--- src/rtl/avalon_clint.sv ---
// avalon_clint: Avalon-MM core-local interruptor with a machine software
// interrupt bit, a prescaled 64-bit mtime counter and a 64-bit mtimecmp
// comparator. Reads have a fixed one-cycle latency. A read of mtime_lo
// snapshots mtime_hi, so a lo-then-hi read pair gives a coherent 64-bit value.
module avalon_clint #(
  parameter int PRESCALE_W     = 16,
  parameter int RESET_PRESCALE = 0
) (
  input  logic        clk,
  input  logic        rst,
  input  logic        avs_read,
  input  logic        avs_write,
  input  logic [2:0]  avs_address,
  input  logic [31:0] avs_writedata,
  input  logic [3:0]  avs_byteenable,
  output logic [31:0] avs_readdata,
  output logic        avs_readdatavalid,
  output logic        avs_waitrequest,
  output logic        software_interrupt,
  output logic        timer_interrupt
);

  localparam logic [2:0] ADDR_MSIP      = 3'd0;
  localparam logic [2:0] ADDR_MTIME_LO  = 3'd1;
  localparam logic [2:0] ADDR_MTIME_HI  = 3'd2;
  localparam logic [2:0] ADDR_MTCMP_LO  = 3'd3;
  localparam logic [2:0] ADDR_MTCMP_HI  = 3'd4;
  localparam logic [2:0] ADDR_PRESCALE  = 3'd5;

  // Replace the bytes of cur selected by be with the matching bytes of wd.
  function automatic logic [31:0] merge_bytes(input logic [31:0] cur,
                                              input logic [31:0] wd,
                                              input logic [3:0]  be);
    logic [31:0] res;
    res = cur;
    for (int i = 0; i < 4; i++) begin
      if (be[i]) res[8*i +: 8] = wd[8*i +: 8];
    end
    return res;
  endfunction

  logic                  wait_q;
  logic                  msip_q, msip_nxt;
  logic [63:0]           mtime_q, mtime_nxt;
  logic [63:0]           mtcmp_q, mtcmp_nxt;
  logic [PRESCALE_W-1:0] prescale_q, prescale_nxt;
  logic [PRESCALE_W-1:0] cnt_q, cnt_nxt;
  logic [31:0]           shadow_q, shadow_nxt;
  logic                  irq_q;
  logic [31:0]           rdata_p1;
  logic                  vld_p1;

  logic                  wr_hit;
  logic                  rd_hit;
  logic                  tick;
  logic [31:0]           prescale_ext;
  logic [31:0]           prescale_wr;
  logic [31:0]           msip_wr;
  logic [31:0]           rd_mux;

  // A write with no byte lanes is a no-op, so it must not override the tick.
  // A read that collides with a write is dropped.
  assign wr_hit       = avs_write & ~wait_q & (|avs_byteenable);
  assign rd_hit       = avs_read & ~avs_write & ~wait_q;
  assign tick         = (cnt_q == prescale_q);
  assign prescale_ext = 32'(prescale_q);

  // Next-state for all architectural registers: tick first, then writes win.
  always_comb begin
    msip_nxt     = msip_q;
    mtime_nxt    = tick ? (mtime_q + 64'd1) : mtime_q;
    mtcmp_nxt    = mtcmp_q;
    prescale_nxt = prescale_q;
    cnt_nxt      = tick ? '0 : (cnt_q + PRESCALE_W'(1));
    shadow_nxt   = shadow_q;
    prescale_wr  = merge_bytes(prescale_ext, avs_writedata, avs_byteenable);
    msip_wr      = merge_bytes({31'd0, msip_q}, avs_writedata, avs_byteenable);
    if (wr_hit) begin
      case (avs_address)
        ADDR_MSIP:     msip_nxt = msip_wr[0];
        // The written half replaces the ticked value; the other half keeps
        // its pre-tick value, so no carry crosses into it.
        ADDR_MTIME_LO: mtime_nxt = {mtime_q[63:32],
                                    merge_bytes(mtime_q[31:0], avs_writedata, avs_byteenable)};
        ADDR_MTIME_HI: mtime_nxt = {merge_bytes(mtime_q[63:32], avs_writedata, avs_byteenable),
                                    mtime_q[31:0]};
        ADDR_MTCMP_LO: mtcmp_nxt[31:0]  = merge_bytes(mtcmp_q[31:0], avs_writedata, avs_byteenable);
        ADDR_MTCMP_HI: mtcmp_nxt[63:32] = merge_bytes(mtcmp_q[63:32], avs_writedata, avs_byteenable);
        ADDR_PRESCALE: begin
          prescale_nxt = prescale_wr[PRESCALE_W-1:0];
          cnt_nxt      = '0;
        end
        default: ;
      endcase
    end
    if (rd_hit && avs_address == ADDR_MTIME_LO) shadow_nxt = mtime_q[63:32];
  end

  // Read data selection from current register state; mtime_hi reads the shadow.
  always_comb begin
    rd_mux = 32'd0;
    case (avs_address)
      ADDR_MSIP:     rd_mux = {31'd0, msip_q};
      ADDR_MTIME_LO: rd_mux = mtime_q[31:0];
      ADDR_MTIME_HI: rd_mux = shadow_q;
      ADDR_MTCMP_LO: rd_mux = mtcmp_q[31:0];
      ADDR_MTCMP_HI: rd_mux = mtcmp_q[63:32];
      ADDR_PRESCALE: rd_mux = prescale_ext;
      default:       rd_mux = 32'd0;
    endcase
  end

  // Architectural state, compare flag and the one-cycle read response.
  always_ff @(posedge clk or negedge rst) begin
    if (!rst) begin
      wait_q     <= 1'b1;
      msip_q     <= 1'b0;
      mtime_q    <= 64'd0;
      mtcmp_q    <= 64'hFFFF_FFFF_FFFF_FFFF;
      prescale_q <= PRESCALE_W'(RESET_PRESCALE);
      cnt_q      <= '0;
      shadow_q   <= 32'd0;
      irq_q      <= 1'b0;
      rdata_p1   <= 32'd0;
      vld_p1     <= 1'b0;
    end else begin
      wait_q     <= 1'b0;
      msip_q     <= msip_nxt;
      mtime_q    <= mtime_nxt;
      mtcmp_q    <= mtcmp_nxt;
      prescale_q <= prescale_nxt;
      cnt_q      <= cnt_nxt;
      shadow_q   <= shadow_nxt;
      irq_q      <= (mtime_nxt >= mtcmp_nxt);
      // stage p1: read response, data held while no response is pending
      vld_p1     <= rd_hit;
      if (rd_hit) rdata_p1 <= rd_mux;
    end
  end

  assign avs_readdata       = rdata_p1;
  assign avs_readdatavalid  = vld_p1;
  assign avs_waitrequest    = wait_q;
  assign software_interrupt = msip_q;
  assign timer_interrupt    = irq_q;

endmodule

--- config.mk ---
export PLATFORM = sky130hd
export DESIGN_NAME = avalon_clint
export DESIGN_NICKNAME = d
export VERILOG_FILES = /design/src/rtl/avalon_clint.sv
export SDC_FILE = /design/constraint.sdc
export NUM_CORES = 1
export LEC_CHECK = 0
export CAP_MARGIN = 5
export CORE_MARGIN = 1.5
export CORE_UTILIZATION = 55
export CTS_CLUSTER_DIAMETER = 120
export DETAILED_ROUTE_END_ITERATION = 8
export PLACE_DENSITY = 0.83
export RECOVER_POWER = 100
export SLEW_MARGIN = 20
export SYNTH_ARGS = -nofsm -noshare
export SYNTH_HDL_FRONTEND = slang
export SYNTH_SLANG_ARGS = --single-unit
--- constraint.sdc ---
create_clock -name clk -period 4.4 [get_ports clk]
set_clock_uncertainty 0.15 [all_clocks]
set_input_delay 0.66 -clock clk [delete_from_list [all_inputs] [get_ports clk]]
set_output_delay 0.66 -clock clk [all_outputs]
set_load 0.005 [all_outputs]
==> flow_metrics.tcl <==
set metrics [dict create \
    rows 57 \
    slowest_stage "o41ai_1" \
    worstPathCellList "dlygate4sd3_1 > o41ai_1 > a21oi_4 > buf_4 > or4_1 > o211ai_1 > ha_1 > nand4_1 > nor4_1 > a22o_1 > o31ai_1 > o211a_1 > o21ai_0" \
    routedWlPerCell_um 23.6 \
    synth_area_leaders "dfrtp_1 30%, dfstp_2 13%, mux2_2 8.4%, ha_1 6.1%, nand2_1 3.8%" \
    drv_slew 163 \
    grt_pass1_vias 11800 \
    syn-num-nets 1474 \
    layout-drive-gt1-share_pct 18.4 \
    place.gp.congestion 1.01 \
    fin_util_pct 65.9 \
    rsz0062_at_grt "false" \
    area_growth_syn_to_layout_pct 18.2 \
    min_period_over_period_pct 97.7 \
    ir_drop_mv 0.350 \
    drt_first_pass_iters 6 \
    ys_top_cells_by_count "163 x dfrtp_1, 137 x nand2_1, 101 x mux2_2, 88 x o21ai_0, 77 x inv_1" \
    worstSetupEndpointType "flop" \
    nets 1613 \
    vias_per_cell 6.58 \
    post_cts_buffers 0 \
    grt_max_degree 114 \
    antenna_left 0 \
    drv_cap 3 \
    critPathBufInv 2 \
    synth_top_cell_area_share_pct 30.2 \
    die_h_um 160 \
    initial_core_util_pct 55.8 \
    grt_pass1_wl_um 68200 \
    clk_latency_ns 0.54 \
    routed_wl_um 43600 \
    cp-start-kind "input port" \
    syn-mean-instance-area_um2 9.88 \
    grt_usage_pct 34.2 \
    detail_route.drc_violations 0 \
    post_dp_cell_area_mm2 0.0152 \
    tightestPinTransition_ns 2.96 \
    io_pins 79 \
    nFillCells 1892 \
    die_w_um 160 \
    crit_fanout 18 \
    max_freq_mhz 233 \
    ys_types 78 \
    cts_tree "yes" \
    coreArea_mm2 0.0242 \
    synth-edff-count 0 \
    cts_made_buffers 25 \
    synth_area_mm2 0.0135 \
    cpPeakStageDelay_ns 0.72 \
    fin_crit_ns 4.30 \
    ys_ff_latch 228 \
    antenna_found_initial 0 \
    crit_type "in2reg" \
    leakagePower_uw 0.00678 \
    yosysMostFrequentCell "dfrtp_1" \
    h-tree-depth 1 \
    async_flop_share_pct 100 \
    violations "max-capacitance violations, max-slew violations" \
    io_buffers 78 \
    synthFlopType "dfrtp_1" \
    dieArea_mm2 0.0255 \
    crit_required_ns 4.67 \
    clock_sinks 228 \
    drt-initial-drc-count 1371 \
    hold_viol_final 0 \
    clkTransAtPathRegs_ns 0.06 \
    cp.arrival_ns 4.57 \
    yosys_warnings 0 \
    overflow 0 \
    r2r_slack_ns 0.11 \
    place_ws_ns -0.0128 \
    netlist_instances 1365 \
    relSlewSlack_pct -97.0 \
    yosysSeqAreaShare_pct 42.9 \
    num_vias 12100 \
    crit_family "compound AO/OA/AOI/OAI gates" \
    clockBufferDepth 3 \
    cts_root_buffer "clkbuf_16" \
    diodes 0 \
    status "finished with violations" \
    setup_ws_ns 0.100 \
    min_path_type "reg2reg" \
    setup_viol 0 \
    place_hpwl_um 31900 \
    powerDensity_mw_per_mm2 455 \
    synth_top_area_cell "dfrtp_1" \
    design_area_mm2 0.0159 \
]
==> flip-flops by register name, indices dropped and copies added, names as in the netlist <==
register / flops
avs_waitrequest: 1
software_interrupt: 1
avs_readdata: 32
prescale_q: 16
avs_readdatavalid: 1
cnt_q: 16
mtcmp_q: 64
shadow_q: 32
timer_interrupt: 1
mtime_q: 64
==> power breakdown <==
group / total (uW) / switching, uW / internal [uW]
Combinational: 2070 / 1130 / 940
Clock: 2070 / 854 / 1220
Sequential: 3110 / 480 / 2630
==> tightest hold or removal path, cell delays in order (launching register included) <==
cell     delay [ns]
dfrtp_1        0.33
nand2_1        0.04
o21ai_0        0.06
==> cell usage in the layout, fill, tap and decap left out, types with 38 or more instances in the layout <==
cell and instances:
nand3_1 40, ha_1 66, a21oi_1 38, nand2_1 137, buf_4 82, clkdlybuf4s50_1 40, o21ai_0 88, a221oi_1 40
dfrtp_1 163, mux2_2 64, dfstp_2 64, inv_1 77, nor2_1 60
==> path summary, 6_finish.rpt <==
check,cells past startpoint,startpoint,to
setup / recovery,13,avs_byteenable[2],timer_interrupt$_DFF_PN0_
hold / removal,2,avs_readdata[29]$_DFFE_PN0P_,avs_readdata[29]$_DFFE_PN0P_
setup reg to reg,16,cnt_q[11]$_DFF_PN0_,timer_interrupt$_DFF_PN0_
hold reg to reg,2,avs_readdata[29]$_DFFE_PN0P_,avs_readdata[29]$_DFFE_PN0P_
max in group asynchronous,2,rst,prescale_q[13]$_DFFE_PN0P_
min in group asynchronous,1,rst,mtime_q[53]$_DFF_PN0_
==> kinds of logic after synthesis <==
kind of cell	after synthesis	share of synthesized area, %
and+or+nand+nor	425	16.1
AOI/OAI and AO/OA	308	15.9
DFF	228	42.9
buffers and inverters	148	4.48
muxes	135	11.0
adders and majority gates	66	6.12
xor gates and xnor gates	54	3.51
other	1	0.0278
==> per-layer routing <==
layer,share of wire (%),up-vias,GRT usage [%]
li1,-,5356,-
met2,45,670,53.4
met1,42,6003,47.8
met3,10,112,7.09
met4,2.9,0,11.1
met5,0,-,0
==> repair_timing <==
item / in CTS / in global routing
hold buffers: 0 / 0
setup endpoints to repair: 0 / 1
resized for setup: 0 / 5
==> cell type report <==
cell class	count	area, um2	share of cell area [%]
inverters	77	289	1.81
multi-input cells	989	7140	44.8
clock buffers	39	708	4.44
repair buffers	183	1530	9.59
clock inverters	5	78.8	0.494
flip-flops and latches	228	5790	36.3
well taps	324	405	2.54
==> per-stage QoR <==
| step | hold slack, ns | instances | TNS, ns | power (uW) |
|---|---|---|---|---|
| final | 0.319 | 1845 | 0 | 7260 |
| after global routing | 0.348 | 1845 | 0 | 7630 |
| after CTS | 0.0766 | 1845 | 0 | 7250 |
| after detailed placement | 0.319 | 1801 | -0.0128 | 5170 |
| after global placement | 0.310 | 1801 | -0.0376 | 5070 |
| after floorplan | 0.214 | 1365 | 0 | 4290 |
No activity file was read; power rests on OpenSTA's default activity.
